===== src/rtl/pc_gen_pkg.sv =====
// Shared CPU package: next-PC select encodings and the default reset /
// exception vectors, used by pc_gen and by the controller that drives npc_sel.
package pc_gen_pkg;

  typedef enum logic [1:0] {
    NPC_SEQ    = 2'd0,  // fall through to pc_f+4
    NPC_BRANCH = 2'd1,  // conditional branch, taken when br_taken=1
    NPC_JUMP   = 2'd2,  // j / jal, pseudo-direct target
    NPC_JR     = 2'd3   // jr / jalr, register target
  } npc_sel_e;

  localparam logic [31:0] RESET_PC_DEF = 32'h0000_3000;
  localparam logic [31:0] EXC_PC_DEF   = 32'h0000_4180;

endpackage


===== src/rtl/pc_gen_ras_stack.sv =====
// ras_stack: return-address stack kept as a circular buffer.
// Ports:
//   clk, reset  - clock, synchronous active-high reset (pointer and count only)
//   push, pop   - already qualified by the caller (stall/exception gating)
//   addr        - return address to push / replace with
//   top         - newest entry, 0 when empty
//   valid       - stack non-empty
// A push when full overwrites the oldest slot and count saturates; a pop when
// empty is ignored; push+pop together replaces the top (or pushes if empty).
module ras_stack #(
  parameter int W         = 32,
  parameter int RAS_DEPTH = 4
) (
  input  logic         clk,
  input  logic         reset,
  input  logic         push,
  input  logic         pop,
  input  logic [W-1:0] addr,
  output logic [W-1:0] top,
  output logic         valid
);

  localparam int PW = $clog2(RAS_DEPTH);
  localparam int CW = PW + 1;

  logic [W-1:0]  mem [RAS_DEPTH];
  logic [PW-1:0] ptr;
  logic [CW-1:0] count;

  logic          empty;
  logic          full;
  logic          replace;
  logic          grow;
  logic          shrink;
  logic          wr_en;
  logic [PW-1:0] wr_idx;

  assign empty   = (count == '0);
  assign full    = (count == CW'(RAS_DEPTH));
  assign replace = push && pop && !empty;
  assign grow    = push && !replace;
  assign shrink  = pop && !push && !empty;

  // The pointer always names the newest entry; growing advances it first,
  // so a full buffer naturally lands on (and overwrites) the oldest slot.
  always_comb begin
    wr_en  = grow || replace;
    wr_idx = replace ? ptr : ptr + 1'b1;
  end

  always_ff @(posedge clk) begin
    if (reset) begin
      ptr   <= '0;
      count <= '0;
    end else if (grow) begin
      ptr <= ptr + 1'b1;
      if (!full) count <= count + 1'b1;
    end else if (shrink) begin
      ptr   <= ptr - 1'b1;
      count <= count - 1'b1;
    end
  end

  // Entry storage carries no reset; stale contents are masked by count.
  always_ff @(posedge clk) begin
    if (wr_en) mem[wr_idx] <= addr;
  end

  assign valid = !empty;
  assign top   = empty ? '0 : mem[ptr];

endmodule


===== src/rtl/pc_gen.sv =====
// pc_gen: fetch program-counter register, next-PC target mux and RAS.
// Ports:
//   clk, reset        - clock, synchronous active-high reset
//   stall             - hold PC and RAS (exceptions/eret still taken)
//   pc4_d, ir_d       - PC+4 and instruction word of the instruction in D
//   npc_sel, br_taken - redirect select and resolved branch condition
//   jr_target         - register operand for jr/jalr
//   is_call, is_ret   - D holds jal/jalr, D holds jr $ra
//   exc_req, eret,epc - exception entry, exception return and its address
//   pc_f, pc4_f       - registered fetch PC and its +4
//   ras_top/ras_valid - RAS prediction
//   ras_miss          - one-cycle pulse: jr $ra target disagreed with the RAS
module pc_gen
  import pc_gen_pkg::*;
#(
  parameter int         W         = 32,
  parameter logic [W-1:0] RESET_PC = W'(RESET_PC_DEF),
  parameter logic [W-1:0] EXC_PC   = W'(EXC_PC_DEF),
  parameter int         RAS_DEPTH = 4
) (
  input  logic         clk,
  input  logic         reset,
  input  logic         stall,
  input  logic [W-1:0] pc4_d,
  input  logic [31:0]  ir_d,
  input  logic [1:0]   npc_sel,
  input  logic         br_taken,
  input  logic [W-1:0] jr_target,
  input  logic         is_call,
  input  logic         is_ret,
  input  logic         exc_req,
  input  logic         eret,
  input  logic [W-1:0] epc,
  output logic [W-1:0] pc_f,
  output logic [W-1:0] pc4_f,
  output logic [W-1:0] ras_top,
  output logic         ras_valid,
  output logic         ras_miss
);

  logic signed [W-1:0] br_off;
  logic [W-1:0]        br_target;
  logic [W-1:0]        pc_d;
  logic [W-1:0]        jump_target;
  logic [W-1:0]        next_pc;
  logic                advance;
  logic                ras_push;
  logic                ras_pop;
  logic                is_jr;
  logic                unused_bits;

  assign pc4_f = pc_f + W'(4);

  assign br_off      = {{(W-18){ir_d[15]}}, ir_d[15:0], 2'b00};
  assign br_target   = pc4_d + $unsigned(br_off);
  assign pc_d        = pc4_d - W'(4);
  assign jump_target = W'({pc_d[W-1:W-4], ir_d[25:0], 2'b00});
  assign unused_bits = &{1'b0, ir_d[31:26], pc_d[W-5:0]};

  // Normal D-stage progress: anything that overrides it (stall, exception
  // entry, eret) also freezes the RAS.
  assign advance  = !stall && !exc_req && !eret;
  assign ras_push = advance && is_call;
  assign ras_pop  = advance && is_ret;
  assign is_jr    = (npc_sel == NPC_JR);

  always_comb begin
    next_pc = pc4_f;
    case (npc_sel_e'(npc_sel))
      NPC_BRANCH: if (br_taken) next_pc = br_target;
      NPC_JUMP:   next_pc = jump_target;
      NPC_JR:     next_pc = jr_target;
      default:    next_pc = pc4_f;
    endcase
  end

  always_ff @(posedge clk) begin
    if (reset)        pc_f <= RESET_PC;
    else if (exc_req) pc_f <= EXC_PC;
    else if (eret)    pc_f <= epc;
    else if (!stall)  pc_f <= next_pc;
  end

  // Judged against the prediction visible before this cycle's pop.
  always_ff @(posedge clk) begin
    if (reset) ras_miss <= 1'b0;
    else       ras_miss <= ras_pop && is_jr && (!ras_valid || (ras_top != jr_target));
  end

  // Return address skips the delay slot: pc4_d is the slot, +4 the return.
  ras_stack #(
    .W         (W),
    .RAS_DEPTH (RAS_DEPTH)
  ) u_ras (
    .clk   (clk),
    .reset (reset),
    .push  (ras_push),
    .pop   (ras_pop),
    .addr  (pc4_d + W'(4)),
    .top   (ras_top),
    .valid (ras_valid)
  );

endmodule


===== config.mk =====
export PLATFORM = sky130hd
export DESIGN_NAME = pc_gen
export DESIGN_NICKNAME = d
export VERILOG_FILES = /design/src/rtl/pc_gen_pkg.sv /design/src/rtl/pc_gen_ras_stack.sv /design/src/rtl/pc_gen.sv
export SDC_FILE = /design/constraint.sdc
export NUM_CORES = 1
export LEC_CHECK = 0
export CAP_MARGIN = 10
export CORE_UTILIZATION = 55
export CTS_BUF_LIST = sky130_fd_sc_hd__clkbuf_4 sky130_fd_sc_hd__clkbuf_8 sky130_fd_sc_hd__clkbuf_16
export DETAILED_ROUTE_END_ITERATION = 8
export PLACE_DENSITY = 0.85
export SLEW_MARGIN = 20
export SYNTH_ARGS = -nofsm -noshare
export SYNTH_HDL_FRONTEND = slang
export SYNTH_SLANG_ARGS = --single-unit
export TNS_END_PERCENT = 50

===== constraint.sdc =====
create_clock -name clk -period 10.65 [get_ports clk]
set_clock_uncertainty 0.2 [all_clocks]
set_input_delay 1.065 -clock clk [delete_from_list [all_inputs] [get_ports clk]]
set_output_delay 1.065 -clock clk [all_outputs]
set_load 0.02 [all_outputs]

==> flow_metrics.env, run 1 <==
export IMPL_cp_arrival_ns=4.59
export IMPL_synth_top_family_by_area="simple AND/OR/NAND/NOR gates"
export IMPL_synth_xor_area_frac=0.0936
export IMPL_start_kind="primary input"
export IMPL_clk_pin_slew_ns=0.07
export IMPL_rsz0062_at_grt="no"
export IMPL_synth_seq_cells=168
export IMPL_crit_fanout=7
export IMPL_max_freq_ghz=0.223
export IMPL_synth_cells=1085
export IMPL_synth_edf_count=128
export IMPL_pwr_share_comb=0.234
export IMPL_routedWlPerCell_um=24.0
export IMPL_slew_viol_final=0
export IMPL_drc=0
export IMPL_critical_path_required_ns=10.76
export IMPL_ys_types=79
export IMPL_maxCapViolCount=0
export IMPL_vias_per_cell=6.53
export IMPL_postCtsHoldBufs=0
export IMPL_grt_max_degree=60
export IMPL_netlist_area_um2=11000
export IMPL_ys_flop_type="edfxtp_1"
export IMPL_endpoint_kind="register"
export IMPL_cts_tree="built"
export IMPL_synth_fa_ha_area_frac=0.0399
export IMPL_cts_max_path_buffers=2
export IMPL_drtPass1Iterations=8
export IMPL_seqPwrFrac=0.418
export IMPL_insertion_delay_ns=0.44
export IMPL_drive_gt1_frac=0.0883
export IMPL_drtAntennaViolNets=0
export IMPL_ff2ff_setup_slack_ns=7.20
export IMPL_ir_worst_vdd_v=0.000135
export IMPL_slew_headroom=0.342
export IMPL_switchingPower_uw=534
export IMPL_pin_count=236
export IMPL_setup_viol=0
export IMPL_antenna_found_initial=0
export IMPL_powerDensity_nw_per_um2=124
export IMPL_synth_simple_area_share=0.172
export IMPL_cts_resized=0
export IMPL_area_delta_synth_final_pct=27.6
export IMPL_fillers=1425
export IMPL_synthArstFlopShare=0
export IMPL_post_cts_buffers=0
export IMPL_cts_root_buf="clkbuf_16"
export IMPL_cts_made_buffers=17
export IMPL_ys_warn_count=0
export IMPL_track_usage=0.370
export IMPL_dieArea_um2=20600
export IMPL_synth_compound_area_frac=0.154
export IMPL_dp_cells=1535
export IMPL_portBuffers=229
export IMPL_worst_pin_slew_ns=0.985
export IMPL_row_count=51
export IMPL_syn_num_nets=1257
export IMPL_num_vias=10200
export IMPL_grt_ovfl_total=0
export IMPL_htree_num_levels=4
export IMPL_nets=1461
export IMPL_synth_mux_area_frac=0.0912
export IMPL_min_period_ns=4.48
export IMPL_cts_sinks=168
export IMPL_worstHoldPathType="reg -> reg"
export IMPL_tns_ns=0
export IMPL_initial_utilization=0.564
export IMPL_grt_pass1_vias=9528
export IMPL_die_w_um=144
export IMPL_power_share_switching=0.307
export IMPL_power_leakage_uw=0.00492
export IMPL_min_period_over_period=0.421
export IMPL_dpl_hpwl_um=27800
export IMPL_drtIter0Drc=1186
export IMPL_gp_congestion=0.967
export IMPL_p_clk_frac=0.348
export IMPL_crit_start="pc4_d[2]"
export IMPL_avgSynthCellArea_um2=10.2
export IMPL_drt_total_wl_um=37600
export IMPL_internal_power_uw=1210
export IMPL_worstSetupPathType="in -> reg"
export IMPL_hold_viol=0
export IMPL_fin_cells=1568
export IMPL_grt_pass1_wl_um=55800
export IMPL_core_area_um2=19600
export IMPL_die_y_um=144
export IMPL_crit_end="pc_f[24]"
export IMPL_reg2reg_depth=8
export IMPL_status="completed"
export IMPL_synth_seq_area_share=0.421
export IMPL_r2r_end="ras_miss"
through the flow:
stage	area [um^2]	util	worst slack, ns	power (uW)	hold slack [ns]
final	14100	0.719	6.17	1740	0.310
after global routing	14100	0.719	6.07	1790	0.355
after CTS	14100	0.719	6.29	1730	0.314
after detailed placement	13500	0.690	5.83	1140	0.304
after global placement	13500	0.690	5.85	1130	0.295
after floorplan	11000	-	4.85	963	0.278
Yosys cell counts (36+ instances only):
master / count / share of area
edfxtp_1: 128 / 0.35
nand2_1: 95 / 0.032
nor2_1: 87 / 0.030
a21oi_1: 73 / 0.033
xnor2_1: 71 / 0.056
o21ai_0: 55 / 0.025
xor2_1: 47 / 0.037
dfxtp_1: 40 / 0.073
and2_1: 39 / 0.022
clkbuf_1: 38 / 0.013
mux4_2: 36 / 0.073
nand3_1: 36 / 0.016
how the worst min path moves through the flow:
| stage | startpoint | to | slack (ns) | cells past startpoint |
|---|---|---|---|---|
| finish | u_ras.count[2] | u_ras.count[2] | 0.31 | 2 |
| global route | u_ras.count[2] | u_ras.count[2] | 0.35 | 2 |
| floorplan | u_ras.count[2] | u_ras.count[2] | 0.28 | 2 |
| global placement | u_ras.count[2] | u_ras.count[2] | 0.29 | 2 |
| CTS | u_ras.count[2] | u_ras.count[2] | 0.31 | 2 |
| detailed placement | u_ras.count[2] | u_ras.count[2] | 0.30 | 2 |
registers in the layout (all words and copies together) (netlist names), named ones only:
register     count
u_ras.count      3
u_ras.mem      128
u_ras.ptr        2
pc_f            30
ras_miss         1
routing by layer:
metal | global-route usage | vias to the layer above | routed length, um
li1 | - | 4496 | -
met1 | 0.491 | 4841 | 14000
met2 | 0.584 | 773 | 17400
met3 | 0.0643 | 127 | 4550
met4 | 0.192 | 0 | 1730
met5 | 0 | - | 0
worst max-delay path, stage by stage:
cell and delay, ns:
clkdlybuf4s50_1 0.66, ha_1 0.38, fa_1 0.45, a211oi_2 0.29
nor3_1 0.11, nor2_1 0.33, o211ai_1 0.23, a32oi_1 0.32
o21bai_1 0.12, xor2_1 0.21, a221oi_1 0.30, o22ai_1 0.12
cells by family (layout without fill, tap and decap cells):
kind of cell | after synthesis | in the layout
mux | 55 | 55
fa+ha+maj | 34 | 34
xor+xnor | 118 | 118
compound gates | 255 | 255
simple gates | 380 | 380
flops | 168 | 168
other cells | 0 | 1
buf+inv | 75 | 292
layout make-up:
class	instances	area, um^2	share of cell area
multi-input cells	842	6100	0.433
flip-flops and latches	168	4650	0.330
repair buffers	240	2370	0.168
clock buffers	19	440	0.0313
well taps	265	332	0.0235
clock inverters	13	124	0.00879
inverters	20	75.1	0.00533
diodes	1	2.50	0.000178
power by group through the flow:
stage / Sequential (uW) / Clock [uW] / Combinational [uW]
2_1_floorplan: 746 / 0 / 217
3_3_place_gp: 742 / 0 / 390
3_5_place_dp: 742 / 0 / 394
4_1_cts: 727 / 607 / 398
5_1_grt: 729 / 631 / 430
6_report: 728 / 607 / 407
placed cells by master, fill, tap and decap left out, types with 12 or more instances in the layout:
master           count
nor3_1              21
xor2_1              47
xnor2_1             71
edfxtp_1           128
nand2b_1            12
clkdlybuf4s50_1    228
nand3_1             36
inv_1               19
a211oi_1            15
dfxtp_1             38
nor4_1              12
clkbuf_16           17
nor2_1              85
and2_1              39
mux4_2              36
nand2_1             95
nand4_1             15
a21o_1              22
a21oi_1             73
mux2i_1             14
and3_1              24
ha_1                32
o21ai_0             55
No activity file was read; power rests on OpenSTA's default activity.
==> run 2, diff against run 1 <==
Settings changed: CORE_UTILIZATION 55 to 52, PLACE_DENSITY 0.85 to 0.81.
Clock period 10.65 ns to 4.2 ns, I/O delays scaled along.
==> flow_metrics.env, run 2 (synthesis gave the netlist of run 1 again) <==
export IMPL_internal_power_uw=3230
export IMPL_dieArea_um2=21800
export IMPL_worstSetupPathType="reg -> out"
export IMPL_die_w_um=148
export IMPL_drt_total_wl_um=38100
export IMPL_slew_headroom=0.355
export IMPL_min_period_over_period=0.900
export IMPL_routedWlPerCell_um=24.0
export IMPL_grt_ovfl_total=0
export IMPL_drc=0
export IMPL_pwr_share_comb=0.228
export IMPL_reg2reg_depth=8
export IMPL_hold_viol=0
export IMPL_critical_path_required_ns=3.58
export IMPL_slew_viol_final=0
export IMPL_die_y_um=148
export IMPL_hold_depth=2
export IMPL_ff2ff_setup_slack_ns=0.92
export IMPL_cts_made_buffers=17
export IMPL_vias_per_cell=6.33
export IMPL_htree_num_levels=4
export IMPL_drtPass1Iterations=6
export IMPL_grt_max_degree=59
export IMPL_worst_pin_slew_ns=0.960
export IMPL_cts_tree="built"
export IMPL_setup_viol=0
export IMPL_antenna_found_initial=0
export IMPL_post_cts_buffers=0
export IMPL_crit_fanout=8
export IMPL_power_share_switching=0.290
export IMPL_cp_arrival_ns=3.16
export IMPL_powerDensity_nw_per_um2=319
export IMPL_start_kind="register"
export IMPL_maxCapViolCount=0
export IMPL_ir_worst_vdd_v=0.000288
export IMPL_track_usage=0.351
export IMPL_max_freq_ghz=0.265
export IMPL_grt_pass1_wl_um=56400
export IMPL_final_cell_area_um2=14300
export IMPL_drtAntennaViolNets=0
export IMPL_p_clk_frac=0.366
export IMPL_power_leakage_uw=0.00500
export IMPL_rsz0062_at_grt="no"
export IMPL_postCtsHoldBufs=0
export IMPL_min_to="u_ras.count[2]"
export IMPL_area_delta_synth_final_pct=29.1
export IMPL_endpoint_kind="primary output"
export IMPL_core_area_um2=20500
export IMPL_portBuffers=229
export IMPL_pin_count=236
export IMPL_gp_congestion=0.981
export IMPL_seqPwrFrac=0.406
export IMPL_cts_sinks=168
export IMPL_final_common_cell="clkdlybuf4s50_1"
export IMPL_num_vias=10000
export IMPL_min_period_ns=3.78
export IMPL_switchingPower_uw=1320
export IMPL_fillers=1540
export IMPL_largest_reg_flops=128
export IMPL_worstHoldPathType="reg -> reg"
export IMPL_antenna_cells=0
export IMPL_largestRegisters="u_ras.mem (128), pc_f (30), u_ras.count (3)"
export IMPL_min_from="u_ras.count[2]"
export IMPL_post_place_ws_ns=0.487
export IMPL_setup_ws_ns=0.421
export IMPL_insertion_delay_ns=0.44
export IMPL_clk_pin_slew_ns=0.07
export IMPL_status="completed"
export IMPL_dpl_hpwl_um=28700
export IMPL_cts_max_path_buffers=2
export IMPL_regMostFlops="u_ras.mem"
export IMPL_drive_gt1_frac=0.0966
export IMPL_cts_resized=0
export IMPL_final_cell_mix="clkdlybuf4s50_1, edfxtp_1, nand2_1, nor2_1, a21oi_1"
export IMPL_drtIter0Drc=1167
export IMPL_nets=1475
export IMPL_row_count=52
export IMPL_cts_root_buf="clkbuf_16"
export IMPL_r2r_end="ras_miss"
export IMPL_dpl_cell_area_um2=13600
export IMPL_initial_utilization=0.539
export IMPL_grt_pass1_vias=9348
-- run 2: cell types whose count changed in the layout (fill, tap and decap cells not counted), sizes merged --
| cell | previous run | this run |
|---|---|---|
| buf | 12 | 26 |
| clkinv | 5 | 2 |
| bufinv | 0 | 3 |
| clkbuf | 19 | 18 |
| inv | 28 | 26 |
| clkinvlp | 0 | 2 |
| diode | 1 | 0 |
-- run 2: power groups by stage --
stage / Clock (uW) / Combinational, uW / Sequential [uW]
3_3_place_gp: 0 / 1010 / 1880
4_1_cts: 1670 / 1020 / 1840
5_1_grt: 1740 / 1100 / 1850
3_5_place_dp: 0 / 1010 / 1880
6_report: 1670 / 1040 / 1850
2_1_floorplan: 0 / 550 / 1890
-- run 2: final cells by class --
cell class | count | area [um^2] | area share
Clock buffer | 18 | 433 | 0.0304
Inverter | 20 | 75.1 | 0.00527
Clock inverter | 13 | 180 | 0.0126
Multi-Input combinational cell | 842 | 6100 | 0.428
Tap cell | 270 | 338 | 0.0237
Timing Repair Buffer | 254 | 2490 | 0.174
Sequential cell | 168 | 4650 | 0.326
-- run 2: worst max path at each step --
stage                   start  slack (ns)               to  depth (start not counted)
floorplan                eret       -0.95  u_ras.mem[1][0]                          5
global route          pc_f[7]        0.20        pc4_f[26]                          7
CTS                   pc_f[7]        0.44        pc4_f[24]                          7
finish                pc_f[7]        0.42        pc4_f[26]                          7
global placement    pc4_d[25]        0.51         pc_f[31]                         10
detailed placement   pc4_d[4]        0.49         pc_f[25]                         11
-- run 2: stage by stage --
stage / power, uW / std cells / setup TNS, ns / utilization / hold WS [ns]
floorplan: 2440 / 1085 / -60.84 / - / 0.278
global placement: 2890 / 1554 / 0 / 0.666 / 0.294
detailed placement: 2900 / 1554 / 0 / 0.666 / 0.315
CTS: 4540 / 1585 / 0 / 0.696 / 0.326
global route: 4690 / 1585 / 0 / 0.696 / 0.356
finish: 4550 / 1585 / 0 / 0.696 / 0.318
-- run 2: per-layer routing --
layer	global-route usage	share of wire	up-vias
met3	0.0775	0.12	111
met2	0.551	0.46	695
met1	0.461	0.38	4712
met4	0.169	0.048	0
li1	-	-	4513
met5	0	0	-
-- run 2: critical path, cell delays in order, from the launching register on --
cell,delay (ns)
dfxtp_1,0.50
nand4_1,0.20
nor3_1,0.51
nand2_1,0.23
nor2b_1,0.25
nand2_1,0.10
xnor2_1,0.27
clkdlybuf4s50_1,0.67
==> run 3, diff against run 2 <==
Settings changed: MAX_ROUTING_LAYER set to met4.
==> flow_metrics.env, run 3 (synthesis gave the netlist of run 1 again) <==
export IMPL_num_vias=10000
export IMPL_pin_count=236
export IMPL_insertion_delay_ns=0.44
export IMPL_critical_path_required_ns=3.58
export IMPL_cpMaxStageDelayCell="clkdlybuf4s50_1"
export IMPL_grt_ovfl_total=0
export IMPL_core_area_um2=20500
export IMPL_die_w_um=148
export IMPL_whs_ns=0.316
export IMPL_slew_headroom=0.392
export IMPL_cts_resized=0
export IMPL_antenna_found_initial=1
export IMPL_hold_depth=2
export IMPL_internal_power_uw=3120
export IMPL_r2r_end="ras_miss"
export IMPL_postCtsHoldBufs=0
export IMPL_powerDensity_nw_per_um2=315
export IMPL_p_clk_frac=0.356
export IMPL_worstSetupPathType="reg -> out"
export IMPL_routedWlPerCell_um=23.9
export IMPL_fillers=1577
export IMPL_post_place_ws_ns=0.470
export IMPL_reg2reg_depth=9
export IMPL_setup_ws_ns=0.433
export IMPL_regMostFlops="u_ras.mem"
export IMPL_htree_num_levels=4
export IMPL_min_period_ns=3.77
export IMPL_ir_worst_vdd_v=0.000297
export IMPL_min_period_over_period=0.897
export IMPL_min_from="u_ras.count[2]"
export IMPL_worst_pin_slew_ns=0.904
export IMPL_status="completed"
export IMPL_maxCapViolCount=0
export IMPL_rsz0062_at_grt="no"
export IMPL_area_delta_synth_final_pct=28.9
export IMPL_dieArea_um2=21800
export IMPL_portBuffers=229
export IMPL_ff2ff_setup_slack_ns=1.08
export IMPL_min_to="u_ras.count[2]"
export IMPL_pwr_share_comb=0.232
export IMPL_drt_total_wl_um=37900
export IMPL_nets=1474
export IMPL_largest_reg_flops=128
export IMPL_power_share_switching=0.303
export IMPL_cpMostUsedCell="nand2_1"
export IMPL_cts_root_buf="clkbuf_16"
export IMPL_drive_gt1_frac=0.0951
export IMPL_grt_pass1_vias=9451
export IMPL_critPathBufInv=1
export IMPL_final_common_cell="clkdlybuf4s50_1"
export IMPL_final_cell_mix="clkdlybuf4s50_1, edfxtp_1, nand2_1, nor2_1, a21oi_1"
export IMPL_post_cts_buffers=0
export IMPL_grt_max_degree=59
export IMPL_dpl_hpwl_um=28300
export IMPL_cts_tree="built"
export IMPL_cp_top_family="simple AND/OR/NAND/NOR gates"
export IMPL_worstHoldPathType="reg -> reg"
export IMPL_hold_viol=0
export IMPL_path_cells="nand4_1, nor3_1, nand2_1, nor2b_1, nand2_1, xnor2_1, clkdlybuf4s50_1"
export IMPL_dp_cells=1553
export IMPL_power_leakage_uw=0.00499
export IMPL_clk_pin_slew_ns=0.08
export IMPL_grt_pass1_wl_um=56300
export IMPL_row_count=52
export IMPL_largestRegisters="u_ras.mem (128), pc_f (30), u_ras.count (3)"
export IMPL_cts_max_path_buffers=2
export IMPL_switchingPower_uw=1360
export IMPL_die_y_um=148
export IMPL_crit_fanout=6
export IMPL_start_kind="register"
export IMPL_cp_slowest_stage_delay_ns=0.67
export IMPL_setup_viol=0
export IMPL_seqPwrFrac=0.412
export IMPL_slew_viol_final=0
export IMPL_track_usage=0.362
export IMPL_cts_made_buffers=17
export IMPL_cp_arrival_ns=3.15
export IMPL_drtPass1Iterations=5
export IMPL_cts_sinks=168
export IMPL_initial_utilization=0.539
export IMPL_max_freq_ghz=0.265
export IMPL_dpl_cell_area_um2=13600
export IMPL_drtAntennaViolNets=0
export IMPL_final_cell_area_um2=14200
export IMPL_fin_cells=1586
export IMPL_endpoint_kind="primary output"
export IMPL_vias_per_cell=6.32
export IMPL_power_uw=4480
export IMPL_drtIter0Drc=1193
export IMPL_gp_congestion=1.00
export IMPL_drc=0
[run 3: changes by cell type in the layout (fill, tap and decap cells not counted), sizes merged]
cell,delta
inv,+2
clkinv,+3
diode,+1
buf,-1
clkinvlp,-2
bufinv,-2
[run 3: final cells by class]
| cell class | instances | area [um^2] | share of cell area |
|---|---|---|---|
| inverter | 20 | 75.1 | 0.00528 |
| sequential | 168 | 4650 | 0.327 |
| tap | 270 | 338 | 0.0237 |
| clock inverter | 14 | 154 | 0.0108 |
| antenna | 1 | 2.50 | 0.000176 |
| clock buffer | 18 | 433 | 0.0304 |
| timing repair buffer | 253 | 2480 | 0.174 |
| multi-input combinational | 842 | 6100 | 0.429 |
[run 3: worst min-delay path, cell delays in order, from the launching register on]
cell and delay, ns:
dfxtp_1 0.34, o21ai_0 0.08, a21oi_1 0.06
[run 3: routing by layer]
layer	share of wire	vias up	global-route usage
met5	0	-	-
met4	0.042	0	0.169
met3	0.11	92	0.0701
met2	0.47	676	0.561
met1	0.38	4750	0.459
li1	-	4511	-
[run 3: power by group through the flow]
stage | logic [uW] | registers [uW] | clock network (uW)
after CTS | 1020 | 1840 | 1600
after global placement | 1010 | 1880 | 0
after detailed placement | 1010 | 1880 | 0
final | 1040 | 1840 | 1600
after floorplan | 550 | 1890 | 0
after global routing | 1100 | 1850 | 1660
[run 3: worst max-delay path by stage]
stage	depth (start not counted)	slack [ns]	end	from
2_1_floorplan	5	-0.95	u_ras.mem[1][0]	eret
3_3_place_gp	10	0.52	pc_f[23]	pc4_d[9]
3_5_place_dp	11	0.47	pc_f[25]	pc4_d[3]
4_1_cts	7	0.49	pc4_f[24]	pc_f[7]
5_1_grt	7	0.27	pc4_f[24]	pc_f[7]
6_report	7	0.43	pc4_f[24]	pc_f[9]
[run 3: metrics by stage]
stage	util	setup TNS, ns
CTS	0.694	0
global placement	0.665	0
global route	0.694	0
detailed placement	0.665	0
floorplan	-	-60.84
finish	0.694	0
